<file path="src/rtl/lcfg_cfgo_bridge.sv">
// lcfg_cfgo_bridge: TV80 16-byte I/O window mastering the cfgo config bus.
// Define LCFG_CFGO_TIMEOUT_EN to add the REQ watchdog and STATUS timeout bit.
module lcfg_cfgo_bridge #(
  parameter logic [7:0] io_base_addr = 8'h00,
  parameter int DBYTES = 4,
  parameter int TIMEOUT = 255
) (
  input  logic                clk,
  input  logic                reset_n,
  input  logic [15:0]         addr,
  input  logic [7:0]          cd_wdata,
  output logic [7:0]          cd_rdata,
  input  logic                mreq_n,
  input  logic                iorq_n,
  input  logic                rd_n,
  input  logic                wr_n,
  output logic                cfgo_wait_n,
  output logic                cfgo_irdy,
  input  logic                cfgo_trdy,
  output logic [15:0]         cfgo_addr,
  output logic                cfgo_write,
  output logic [8*DBYTES-1:0] cfgo_wr_data,
  input  logic [8*DBYTES-1:0] cfgo_rd_data
);
  localparam logic [3:0] LAST = 4'(4 + DBYTES - 1);
  typedef enum logic [2:0] {IDLE = 3'b001, REQ = 3'b010, DONE = 3'b100} state_t;
  state_t state_q, state_d;
  logic acc_q, autoinc_q, autoinc_d, err_q, err_d, write_q, write_d;
  logic [15:0] addr_q, addr_d;
  logic [8*DBYTES-1:0] chold_q, chold_d;
  logic [3:0] off;
  logic sel, acc, first, wr_en, trig_wr, trig_rd, trig, tmo_bit;
  logic [7:0] rdata;
  logic unused_addr_hi;
`ifdef LCFG_CFGO_TIMEOUT_EN
  logic tmo_q, tmo_d;
  logic [15:0] cnt_q, cnt_d;
  assign tmo_bit = tmo_q;
`else
  assign tmo_bit = 1'b0;
`endif
  assign unused_addr_hi = ^addr[15:8];
  assign off = addr[3:0];
  assign sel = !iorq_n & mreq_n & (addr[7:4] == io_base_addr[7:4]);
  assign acc = sel & (!rd_n | !wr_n);
  assign first = acc & !acc_q;
  assign wr_en = first & !wr_n;
  assign trig_wr = !wr_n & (off == LAST);
  assign trig_rd = !rd_n & (off == 4'd4);
  assign trig = trig_wr | trig_rd;
  // Stall only trigger accesses, and release as soon as the transfer is done.
  assign cfgo_wait_n = !(acc & trig & (state_q != DONE));
  assign cfgo_irdy = (state_q == REQ);
  assign cfgo_addr = addr_q;
  assign cfgo_write = write_q;
  assign cfgo_wr_data = chold_q;
  always_comb begin
    rdata = 8'h00;
    if (off == 4'd0) rdata = addr_q[7:0];
    if (off == 4'd1) rdata = addr_q[15:8];
    if (off == 4'd2) rdata = {7'd0, autoinc_q};
    if (off == 4'd3) rdata = {1'b0, 3'(DBYTES - 1), 1'b0, tmo_bit, err_q, state_q == REQ};
    for (int i = 0; i < DBYTES; i++)
      if (off == 4'(4 + i)) rdata = chold_q[8*i +: 8];
  end
  assign cd_rdata = sel ? rdata : 8'h00;
  always_comb begin
    state_d = state_q;
    addr_d = addr_q;
    write_d = write_q;
    chold_d = chold_q;
    autoinc_d = autoinc_q;
    err_d = err_q;
`ifdef LCFG_CFGO_TIMEOUT_EN
    tmo_d = tmo_q;
    cnt_d = 16'd0;
`endif
    if (wr_en) begin
      if (off == 4'd0) addr_d[7:0] = cd_wdata;
      if (off == 4'd1) addr_d[15:8] = cd_wdata;
      if (off == 4'd2) begin
        autoinc_d = cd_wdata[0];
        if (cd_wdata[1]) err_d = 1'b0;
`ifdef LCFG_CFGO_TIMEOUT_EN
        if (cd_wdata[1]) tmo_d = 1'b0;
`endif
      end
      for (int i = 0; i < DBYTES; i++)
        if (off == 4'(4 + i)) chold_d[8*i +: 8] = cd_wdata;
    end
    // Error set below comes after the CLR_ERR handling, so set wins.
    case (state_q)
      IDLE: if (first & trig) begin
        state_d = REQ;
        write_d = trig_wr;
      end
      REQ: if (cfgo_trdy) begin
        state_d = DONE;
        if (!write_q) chold_d = cfgo_rd_data;
        if (autoinc_q) addr_d = addr_q + 16'(DBYTES);
      end
`ifdef LCFG_CFGO_TIMEOUT_EN
      else if (cnt_q == 16'(TIMEOUT - 1)) begin
        state_d = DONE;
        err_d = 1'b1;
        tmo_d = 1'b1;
        if (!write_q) chold_d = '1;
      end else cnt_d = cnt_q + 16'd1;
`endif
      DONE: if (!acc) state_d = IDLE;
      default: state_d = IDLE;
    endcase
  end
  always_ff @(posedge clk or negedge reset_n)
    if (!reset_n) begin
      state_q <= IDLE;
      acc_q <= 1'b0;
      addr_q <= 16'd0;
      write_q <= 1'b0;
      chold_q <= '0;
      autoinc_q <= 1'b0;
      err_q <= 1'b0;
`ifdef LCFG_CFGO_TIMEOUT_EN
      tmo_q <= 1'b0;
      cnt_q <= 16'd0;
`endif
    end else begin
      state_q <= state_d;
      acc_q <= acc;
      addr_q <= addr_d;
      write_q <= write_d;
      chold_q <= chold_d;
      autoinc_q <= autoinc_d;
      err_q <= err_d;
`ifdef LCFG_CFGO_TIMEOUT_EN
      tmo_q <= tmo_d;
      cnt_q <= cnt_d;
`endif
    end
endmodule

</file>
<file path="config.mk">
export PLATFORM = sky130hd
export DESIGN_NAME = lcfg_cfgo_bridge
export DESIGN_NICKNAME = d
export VERILOG_FILES = /design/src/rtl/lcfg_cfgo_bridge.sv
export SDC_FILE = /design/constraint.sdc
export NUM_CORES = 1
export LEC_CHECK = 0
export CAP_MARGIN = 20
export CORE_UTILIZATION = 48
export DETAILED_ROUTE_END_ITERATION = 8
export PLACE_DENSITY = 0.84
export RECOVER_POWER = 100
export SYNTH_ARGS = -nofsm -noshare
export SYNTH_HDL_FRONTEND = slang
export SYNTH_SLANG_ARGS = --single-unit
</file>
<file path="constraint.sdc">
create_clock -name clk -period 5.55 [get_ports clk]
set_clock_uncertainty 0.15 [all_clocks]
set_input_delay 1.11 -clock clk [delete_from_list [all_inputs] [get_ports clk]]
set_output_delay 1.11 -clock clk [all_outputs]
set_load 0.005 [all_outputs]
</file>
* Word level (Yosys, flattened, before mapping)
Index checks and enable logic that the tools add are counted.
** Word-level totals
- Bits in registers :: 54
- Output and inout port bits :: 59
** Cells by class
- $add $sub $neg :: 1
- Bitwise logic cells :: 12
- Eq/ne operators :: 14
- Reductions and logical operators :: 10
- Mux-type cells :: 27
** Operators with widths (number)
- 32-bit 2-to-1 mux :: 4
- 8-bit 2-to-1 mux :: 15
- 16-bit 2-to-1 mux :: 4
- 16-bit by 3-bit adder with 16-bit output (second input constant) :: 1
- 4-bit by 3-bit == test with 1-bit output (second input constant) :: 4
- 1-bit bitwise AND :: 10
- 3-bit 2-to-1 mux :: 3
- 3-bit case mux with 3 select lines :: 1
- 4-bit by 2-bit == test with 1-bit output (second input constant) :: 2
- 4-bit logical NOT :: 2
- 1-bit logical NOT :: 5
- 4-bit by 1-bit == test with 1-bit output (second input constant) :: 1
- 2-bit inequality test (second input constant) :: 2
- 2-bit AND reduction :: 2
- 3-bit by 1-bit == test with 1-bit output (second input constant) :: 1
- 3-bit by 2-bit == test with 1-bit output (second input constant) :: 1
- 3-bit == test (second input constant) :: 1
- 3-bit inequality test (second input constant) :: 1
- 3-bit AND reduction :: 1
- 2-bit by 1-bit inequality test with 1-bit output (second input constant) :: 1
- 1-bit bitwise OR :: 2

* Logic depth before layout (Yosys ltp)
Gate-level depths: netlist (run 1).
- Depth after elaboration :: 10
- Mapped depth :: 7

* Worst setup path before layout (run 1)
No wires, ideal clock.
- Path kind :: in2out
- Start point :: input port addr[0]
- End point :: output port cd_rdata[0]
- Buffers on the path :: 2
- Slack :: 2047 ps
- Stages :: 6
- Arrival :: 2243 ps
- Path through :: clkbuf_1 -> buf_2 -> mux2_2 -> a32o_1 -> nand3_1 -> nand2_1
** On the way
- Word-level cells in the longest chain between the ends :: 10
- Elaborated cells on any way between the ends :: 17
** Ends and longest elaborated chain
- start: declaration :: RTL line 10 : input logic [15:0] addr,
- 4-bit logical NOT :: RTL line 59 : if (off == 4'd0) rdata = addr_q[7:0];
- 8-bit 2-to-1 mux :: RTL line 59
- 8-bit 2-to-1 mux :: RTL line 60 : if (off == 4'd1) rdata = addr_q[15:8];
- 8-bit 2-to-1 mux :: RTL line 61 : if (off == 4'd2) rdata = {7'd0, autoinc_q};
- 8-bit 2-to-1 mux :: RTL line 62 : if (off == 4'd3) rdata = {1'b0, 3'(DBYTES - 1), 1'b0, tmo_bit, err_q, state_q == REQ};
- 8-bit 2-to-1 mux (3 in series) :: RTL line 64 : if (off == 4'(4 + i)) rdata = chold_q[8*i +: 8];
- 8-bit 2-to-1 mux (*) :: RTL line 64
- 8-bit 2-to-1 mux (*) :: RTL line 66 : assign cd_rdata = sel ? rdata : 8'h00;
- end: declaration :: RTL line 12 : output logic [7:0] cd_rdata,
Every way passes the cells marked *; elsewhere a longest branch is shown, timed or not.

* Final worst setup path (run 1)
- Start point :: input port addr[2]
- End point :: output port cd_rdata[7]
The elaborated chain is that of the path after synthesis.

==> results.tsv, run 1 <==
metric	value	unit
status	complete, but fails checks	
cts_resized	0	
drive_gt1_frac	0.0642	
cts-root-buf	clkbuf_8	
finalSetupViolCount	0	
setup_tns	0	ps
cp_cell_sequence	dlygate4sd3_1, nor2b_1, nand3_1, o211a_1, dlygate4sd3_1	
core_area	0.00649	mm²
overflow	0	
synth_area	0.00329	mm²
die_h	84.8	µm
antenna_found_initial	0	
die_w	84.8	µm
crit_required	4290	ps
grt_max_degree	65	
synth_top_area_cell	dfrtp_1	
grt_pass1_wl	17000	µm
drtIter0Drc	347	
cp.arrival	3530	ps
gp_congestion	0.938	
cts-hold-fix-buffers	0	
synth_area_per_cell	9.13	µm²
drt.antenna.violating_nets	0	
worst_pin_slew	2940	ps
grt_pass1_vias	3316	
timing.critical_path.mode_cell	dlygate4sd3_1	
ff2ff_path_depth	4	
crit_type	in -> out	
clock.fmax	209	MHz
ios	122	
yosysUniqueCellTypes	55	
rsz0062_at_grt	false	
whs_endpoint	autoinc_q	
final-hold-violation-count	0	
crit_slowest_cell	dlygate4sd3_1	
relSlewSlack	-0.963	
startpoint_type	primary input	
power_leakage	2.19	nW
synthFlopType	dfrtp_1	
violations	DRC, capacitance limit, slew limit	
placed_cell_area	0.00445	mm²
synth.area.top_cells	dfrtp_1 (40%), mux2i_1 (9.7%), nor2_1 (6.3%)	
critPathMaxFanout	13	
wl_per_cell	19.5	µm
clk_pin_slew_worst_paths	90	ps
synthesis.nets	424	
fin_crit	4790	ps
layout.nets	530	
place_hpwl	7750	µm
synthArstFlopShare	1.00	
numCtsBuffers	5	
cts_sinks	54	
yosysWarnings	0	
dp.cells	536	
rrSetupSlack	3130	ps
p_per_area	166	mW/mm²
yosys.cell_count.top_type	nor2_1	
die-area	0.00719	mm²
viasPerCell	6.28	
port_buffers	113	
peakVddDrop	0.109	mV
worstSkewPairLatency	300	ps
drv_cap	1	
cts_tree	built	
antenna_cells	0	
vias	3418	
rr_endpoint	cfgo_addr[0]	
area_delta_synth_final	36.8	%
drtPass1Iterations	9	
finalCritPeriodShare	0.862	
initial_core_util	0.506	
hp-start	autoinc_q	
synth_enable_flop_cells	0	
routed_wl	10600	µm
clock_path_buffers	2	
rr_startpoint	state_q[2]	
layoutNonFillerInstCount	544	
grt_usage	0.304	
ys_seq_elements	54	
cts_max_level	2	
rows	29	
yosys-top-cells-count	nor2_1 (55), dfrtp_1 (53), a21oi_1 (34), mux2i_1 (32), nand2_1 (27)	
synth.yosys.seq_area_share	0.411	
whs	394	ps
yosysTopAreaCellShare	0.403	
maxSlewViolCount	55	
hold-path-cell-count	1	
worstHoldPathType	reg -> reg	
cts_setup_buffers	0	
synthCells	360	
cp_slowest_stage_delay	920	ps
drc	7	
end_kind	output port	
stdcell_area	0.00450	mm²
-- critical path, delay by kind of cell --
| kind | cells | cell delay, ps |
|---|---|---|
| buf+inv | 2 | 1510 |
| simple gates | 2 | 610 |
| compound gates | 1 | 310 |
-- cell families (layout without fill, tap and decap cells) --
kind of cell	after synthesis	after routing	share of synthesized area
AO/OA/AOI/OAI	93	93	0.182
XOR/XNOR	1	1	0.00266
adder cells (fa/ha/maj)	1	1	0.00380
buffers and inverters	22	129	0.0346
flip-flops	54	54	0.411
multiplexers	43	43	0.135
AND/OR/NAND/NOR	146	146	0.231
-- per-layer routing --
layer	routed length (µm)	up-vias	track usage
li1	-	1546	-
met1	4220	1643	0.387
met2	5080	199	0.512
met3	893	30	0.0531
met4	390	0	0.125
met5	0	-	0
-- how the worst max path moves through the flow --
| stage | start | endpoint | cells past startpoint |
|---|---|---|---|
| 5_1_grt | addr[2] | cd_rdata[7] | 5 |
| 3_5_place_dp | addr[1] | cd_rdata[4] | 7 |
| 2_1_floorplan | addr[0] | cd_rdata[0] | 6 |
| 6_report | addr[2] | cd_rdata[7] | 5 |
| 4_1_cts | addr[1] | cd_rdata[4] | 7 |
| 3_3_place_gp | addr[1] | cd_rdata[4] | 7 |
-- flip-flops by register name, summed over array words and instances (netlist names) --
| name | flops |
|---|---|
| state_q | 3 |
| autoinc_q | 1 |
| cfgo_addr | 16 |
| cfgo_wr_data | 32 |
| cfgo_write | 1 |
| acc_q | 1 |
-- cells in the final DEF (no fill, tap or decap), types with 11 or more instances in the layout --
master and count:
a21oi_1 34, dfrtp_1 53, nor3_1 11, nand3_1 13
dlygate4sd3_1 60, a31oi_1 11, clkdlybuf4s50_1 52, mux2_2 11
nand2_1 28, nor2_1 55, o22ai_1 12, mux2i_1 32
-- cell type report --
type                    instances  area [µm²]
clock buffers                   7        86.3
inverters                       3        11.3
clock inverters                 1        5.00
fillers                       526        2000
flip-flops and latches         54        1350
repair buffers                118        1160
well taps                      77        96.3
multi-input cells             284        1790
-- metrics by stage --
stage / total power [W] / utilization / setup slack [ps]
4_1_cts: 0.000754 / 0.699 / 947
5_1_grt: 0.000773 / 0.692 / 657
6_report: 0.000746 / 0.692 / 763
2_1_floorplan: 0.000445 / - / 2050
3_5_place_dp: 0.000527 / 0.685 / 950
3_3_place_gp: 0.000524 / 0.685 / 987
-- power breakdown --
group | switching, W | total, W | internal (W)
clock | 0.000129 | 0.000230 | 0.000101
combinational | 0.0000518 | 0.000109 | 0.0000571
sequential | 0.00000786 | 0.000407 | 0.000400
Power figures use the tool's default switching activity.
==> run 2, diff against run 1 <==
--- a/config.mk
+++ b/config.mk
@@ -6,9 +6,9 @@
 export NUM_CORES = 1
 export LEC_CHECK = 0
 export CAP_MARGIN = 20
-export CORE_UTILIZATION = 48
+export CORE_UTILIZATION = 41
 export DETAILED_ROUTE_END_ITERATION = 8
-export PLACE_DENSITY = 0.84
+export PLACE_DENSITY = 0.78
 export RECOVER_POWER = 100
 export SYNTH_ARGS = -nofsm -noshare
 export SYNTH_HDL_FRONTEND = slang
==> constraint.sdc (replaced) <==
create_clock -name clk -period 3.83 [get_ports clk]
set_clock_uncertainty 0.15 [all_clocks]
set_input_delay 0.766 -clock clk [delete_from_list [all_inputs] [get_ports clk]]
set_output_delay 0.766 -clock clk [all_outputs]
set_load 0.005 [all_outputs]
==> results.tsv, run 2 (synthesis gave the netlist of run 1 again) <==
metric	value	unit
switching_share	0.263	
setup_tns	0	ps
peakVddDrop	0.158	mV
drive_gt1_frac	0.0761	
finalCritPeriodShare	0.986	
worstSkewPairLatency	320	ps
area_delta_synth_final	39.6	%
mostFrequentLayoutCell	clkdlybuf4s50_1	
hp-start	cfgo_addr[13]	
rows	32	
regArea	0.00135	mm²
drt.antenna.violating_nets	0	
routed_wl	10600	µm
worst_pin_slew	1980	ps
startpoint_type	primary input	
initial_core_util	0.426	
vias	3345	
cts_max_level	2	
worstHoldPathType	reg -> reg	
rrSetupSlack	1150	ps
p_int	0.000816	W
cp_cell_sequence	clkdlybuf4s50_1, buf_12, or3_1, o22ai_1, o211a_1, clkdlybuf4s50_1	
cp_top_family	buffers and inverters	
status	complete, but fails checks	
p_per_area	241	mW/mm²
port_buffers	113	
clock.fmax	265	MHz
cp_slowest_stage_delay	520	ps
drtPass1Iterations	5	
crit_slowest_cell	clkdlybuf4s50_1	
layout.nets	536	
critPathMaxFanout	12	
end_kind	output port	
power_leakage	2.18	nW
antenna_cells	0	
overflow	0	
p_comb_frac	0.148	
grt_max_degree	65	
crit_type	in -> out	
core_area	0.00773	mm²
rr_startpoint	state_q[2]	
drc	0	
die_w	91.6	µm
worst-path-buf-inv	3	
cts_sinks	54	
place_hpwl	7890	µm
ios	122	
grt_pass1_vias	3170	
whs	384	ps
finalSetupViolCount	0	
power_frac_seq	0.533	
grt_usage	0.258	
fillers	674	
viasPerCell	5.82	
drtIter0Drc	318	
drv_cap	2	
final-hold-violation-count	0	
whs_endpoint	cfgo_addr[13]	
violations	capacitance limit, slew limit	
die_h	91.6	µm
ff2ff_path_depth	4	
clockPowerShare	0.319	
fin_crit	3780	ps
cts-root-buf	clkbuf_8	
cp.arrival	2860	ps
antenna_found_initial	0	
multiInputGateArea	0.00178	mm²
clk_pin_slew_worst_paths	100	ps
final_cell_mix	clkdlybuf4s50_1 (60), nor2_1 (54), dfrtp_1 (53), dlygate4sd3_1 (52), a21oi_1 (34)	
wl_per_cell	18.4	µm
crit_required	2910	ps
rsz0062_at_grt	false	
rr_endpoint	cfgo_wr_data[14]	
timing.critical_path.mode_cell	clkdlybuf4s50_1	
grt_pass1_wl	16700	µm
gp_congestion	0.938	
relSlewSlack	-0.317	
largest_reg_flops	32	
cts_tree	built	
clock_path_buffers	2	
hold-path-cell-count	1	
numCtsBuffers	5	
p_switching	0.000291	W
maxSlewViolCount	98	
die-area	0.00838	mm²
## run 2: what timing repair did
item                       CTS  global route
buffers inserted             0             0
gates resized for setup      0             1
setup endpoints to repair    0             1
hold buffers                 0             0
## run 2: how the worst max path moves through the flow
stage,start,to,slack [ps],cells past startpoint
6_report,addr[1],cd_rdata[6],50,6
5_1_grt,addr[1],cd_rdata[3],40,7
4_1_cts,addr[1],cd_rdata[4],80,7
3_5_place_dp,addr[1],cd_rdata[4],90,7
3_3_place_gp,addr[1],cd_rdata[4],110,7
2_1_floorplan,addr[0],cd_rdata[0],1020,6
## run 2: through the flow
stage                     std cells  power (W)  cell area (µm²)  utilization  setup WS, ps
final                           575    0.00111             4590        0.594          54.9
after global routing            575    0.00114             4590        0.594          44.8
after detailed placement        567   0.000771             4550        0.589          93.3
after CTS                       575    0.00112             4650        0.601          82.2
after global placement          567   0.000768             4550        0.589           110
after floorplan                 360   0.000645             3290            -          1020
## run 2: power by group through the flow
stage / clock network [W] / logic (W) / registers [W]
finish: 0.000353 / 0.000164 / 0.000590
global route: 0.000374 / 0.000175 / 0.000592
detailed placement: 0 / 0.000169 / 0.000601
global placement: 0 / 0.000166 / 0.000601
CTS: 0.000357 / 0.000170 / 0.000590
floorplan: 0 / 0.0000460 / 0.000599
## run 2: area by class of cell
type,count,share of cell area
Clock buffer,6,0.0180
Timing Repair Buffer,124,0.265
Sequential cell,54,0.295
Clock inverter,2,0.00354
Tap cell,102,0.0278
Multi-Input combinational cell,284,0.388
Inverter,3,0.00245
## run 2: metal layers
layer  vias to the layer above  wire [µm]  global-route usage
li1                       1557          -                   -
met1                      1594       4380               0.330
met2                       165       4880               0.411
met3                        29        943              0.0603
met4                         0        389               0.123
met5                         -          0                   0
## run 2: worst register-to-register path, stage by stage, from the launching register on
cell and delay (ps):
dfrtp_1 450, nand3b_1 150, or3_1 1450, nor2_1 200, a21oi_1 200
==> run 3, diff against run 2 <==
--- a/config.mk
+++ b/config.mk
@@ -6,9 +6,11 @@
 export NUM_CORES = 1
 export LEC_CHECK = 0
 export CAP_MARGIN = 20
-export CORE_UTILIZATION = 41
+export CORE_ASPECT_RATIO = 0.8
+export CORE_UTILIZATION = 45
 export DETAILED_ROUTE_END_ITERATION = 8
-export PLACE_DENSITY = 0.78
+export HOLD_SLACK_MARGIN = 0.15
+export PLACE_DENSITY = 0.81
 export RECOVER_POWER = 100
 export SYNTH_ARGS = -nofsm -noshare
 export SYNTH_HDL_FRONTEND = slang
==> constraint.sdc (replaced) <==
create_clock -name clk -period 3.5 [get_ports clk]
set_clock_uncertainty 0.15 [all_clocks]
set_input_delay 0.7 -clock clk [delete_from_list [all_inputs] [get_ports clk]]
set_output_delay 0.7 -clock clk [all_outputs]
set_load 0.005 [all_outputs]
==> results.tsv, run 3 (synthesis gave the netlist of run 1 again) <==
metric	value	unit
status	complete, but fails checks	
violations	capacitance limit, slew limit	
cts_tree	built	
dpl_worst_slack	-121	ps
gp_congestion	0.934	
clock.fmax	289	MHz
rrSetupSlack	710	ps
crit_required	2650	ps
area_delta_synth_final	42.7	%
antenna_found_initial	0	
worst_pin_slew	1970	ps
cts-root-buf	clkbuf_8	
finalCritPeriodShare	0.988	
drc	0	
die_w	97.6	µm
hp-start	cfgo_addr[1]	
ios	122	
rsz0062_at_grt	false	
core_area	0.00696	mm²
clk_pin_slew_worst_paths	100	ps
power_frac_seq	0.480	
initial_core_util	0.472	
mostFrequentLayoutCell	clkdlybuf4s50_1	
switching_share	0.230	
rows	27	
cp.arrival	2610	ps
worstSkewPairLatency	310	ps
drtPass1Iterations	5	
p_comb_frac	0.136	
place_hpwl	7900	µm
end_kind	output port	
drt.antenna.violating_nets	0	
hold-path-cell-count	1	
viasPerCell	6.06	
whs	415	ps
overflow	0	
final_core_util	0.674	
setup_tns	0	ps
crit_type	in -> out	
grt_max_degree	65	
drv_cap	1	
largest_reg_flops	32	
grt_pass1_wl	16900	µm
rr_startpoint	state_q[2]	
drive_gt1_frac	0.100	
whs_endpoint	cfgo_addr[1]	
p_per_area	287	mW/mm²
fin_ws	41.8	ps
clock_path_buffers	2	
peakVddDrop	0.237	mV
routed_wl	10800	µm
numCtsBuffers	5	
drtIter0Drc	306	
cts_max_level	2	
die_h	78.5	µm
wl_per_cell	19.0	µm
clockPowerShare	0.384	
cts_sinks	54	
fillers	547	
final_cell_mix	clkdlybuf4s50_1 (59), nor2_1 (54), dfrtp_1 (53), dlygate4sd3_1 (51), a21oi_1 (34)	
maxSlewViolCount	65	
relSlewSlack	-0.314	
die-area	0.00765	mm²
startpoint_type	primary input	
critPathMaxFanout	4	
layout.nets	543	
p_switching	0.000310	W
worstHoldPathType	reg -> reg	
power_leakage	2.26	nW
p_total	0.00135	W
fin_crit	3460	ps
ff2ff_path_depth	4	
final-hold-violation-count	0	
finalSetupViolCount	0	
port_buffers	113	
p_int	0.00104	W
grt_pass1_vias	3199	
grt_usage	0.283	
antenna_cells	0	
rr_endpoint	cfgo_wr_data[11]	
vias	3435	
## run 3: changes by cell type in the layout (fill, tap and decap cells not counted), moves of 2 or more
cell and change:
nor4_1 -3, nor4_2 +2, bufinv_16 +2, buf_12 -2
dlymetal6s2s_1 +2, buf_4 +5
## run 3: through the flow
stage	instances	cell area (µm²)
floorplan	360	3290
global placement	557	4540
detailed placement	557	4540
CTS	566	4700
global route	567	4690
finish	567	4690
## run 3: power groups by stage
stage / logic [W] / clock network [W] / registers, W
final: 0.000182 / 0.000517 / 0.000646
after global routing: 0.000195 / 0.000544 / 0.000648
after CTS: 0.000186 / 0.000520 / 0.000646
after detailed placement: 0.000183 / 0 / 0.000658
after global placement: 0.000181 / 0 / 0.000658
after floorplan: 0.0000504 / 0 / 0.000656
## run 3: cell type report
type                            count  area [µm²]  share of cell area
Timing Repair Buffer              131        1250               0.266
Inverter                            3        11.3             0.00240
Sequential cell                    54        1350               0.288
Clock buffer                        6        82.6              0.0176
Tap cell                           87         109              0.0232
Multi-Input combinational cell    284        1830               0.390
Clock inverter                      2        60.1              0.0128
## run 3: worst max-delay path, cell delays in order
cell             delay, ps
clkdlybuf4s50_1        440
nor4_4                 330
buf_4                  190
nand2_2                 80
nor4_2                 310
clkdlybuf4s50_1        550
## run 3: timing repair
action / 4_1_cts / 5_1_grt
hold buffers: 1 / 0
pin swaps: 0 / 1
cloned: 0 / 0
endpoints found under the hold margin: 14 / 0
endpoints found under the setup margin: 8 / 9
setup buffers: 0 / 1
gates resized for setup: 5 / 8
## run 3: worst max path at each step
| stage | from | end | slack (ps) |
|---|---|---|---|
| final | addr[4] | cd_rdata[5] | 40 |
| after global routing | addr[1] | cd_rdata[2] | 20 |
| after CTS | addr[7] | cfgo_wait_n | 4 |
| after detailed placement | addr[1] | cd_rdata[2] | -120 |
| after global placement | addr[1] | cd_rdata[1] | -90 |
| after floorplan | addr[0] | cd_rdata[0] | 820 |
## run 3: layer usage
metal	track usage	vias to the layer above	wire, µm
li1	-	1571	-
met1	0.393	1611	4530
met2	0.436	224	4870
met3	0.0614	29	1080
met4	0.103	0	282
met5	0	-	0
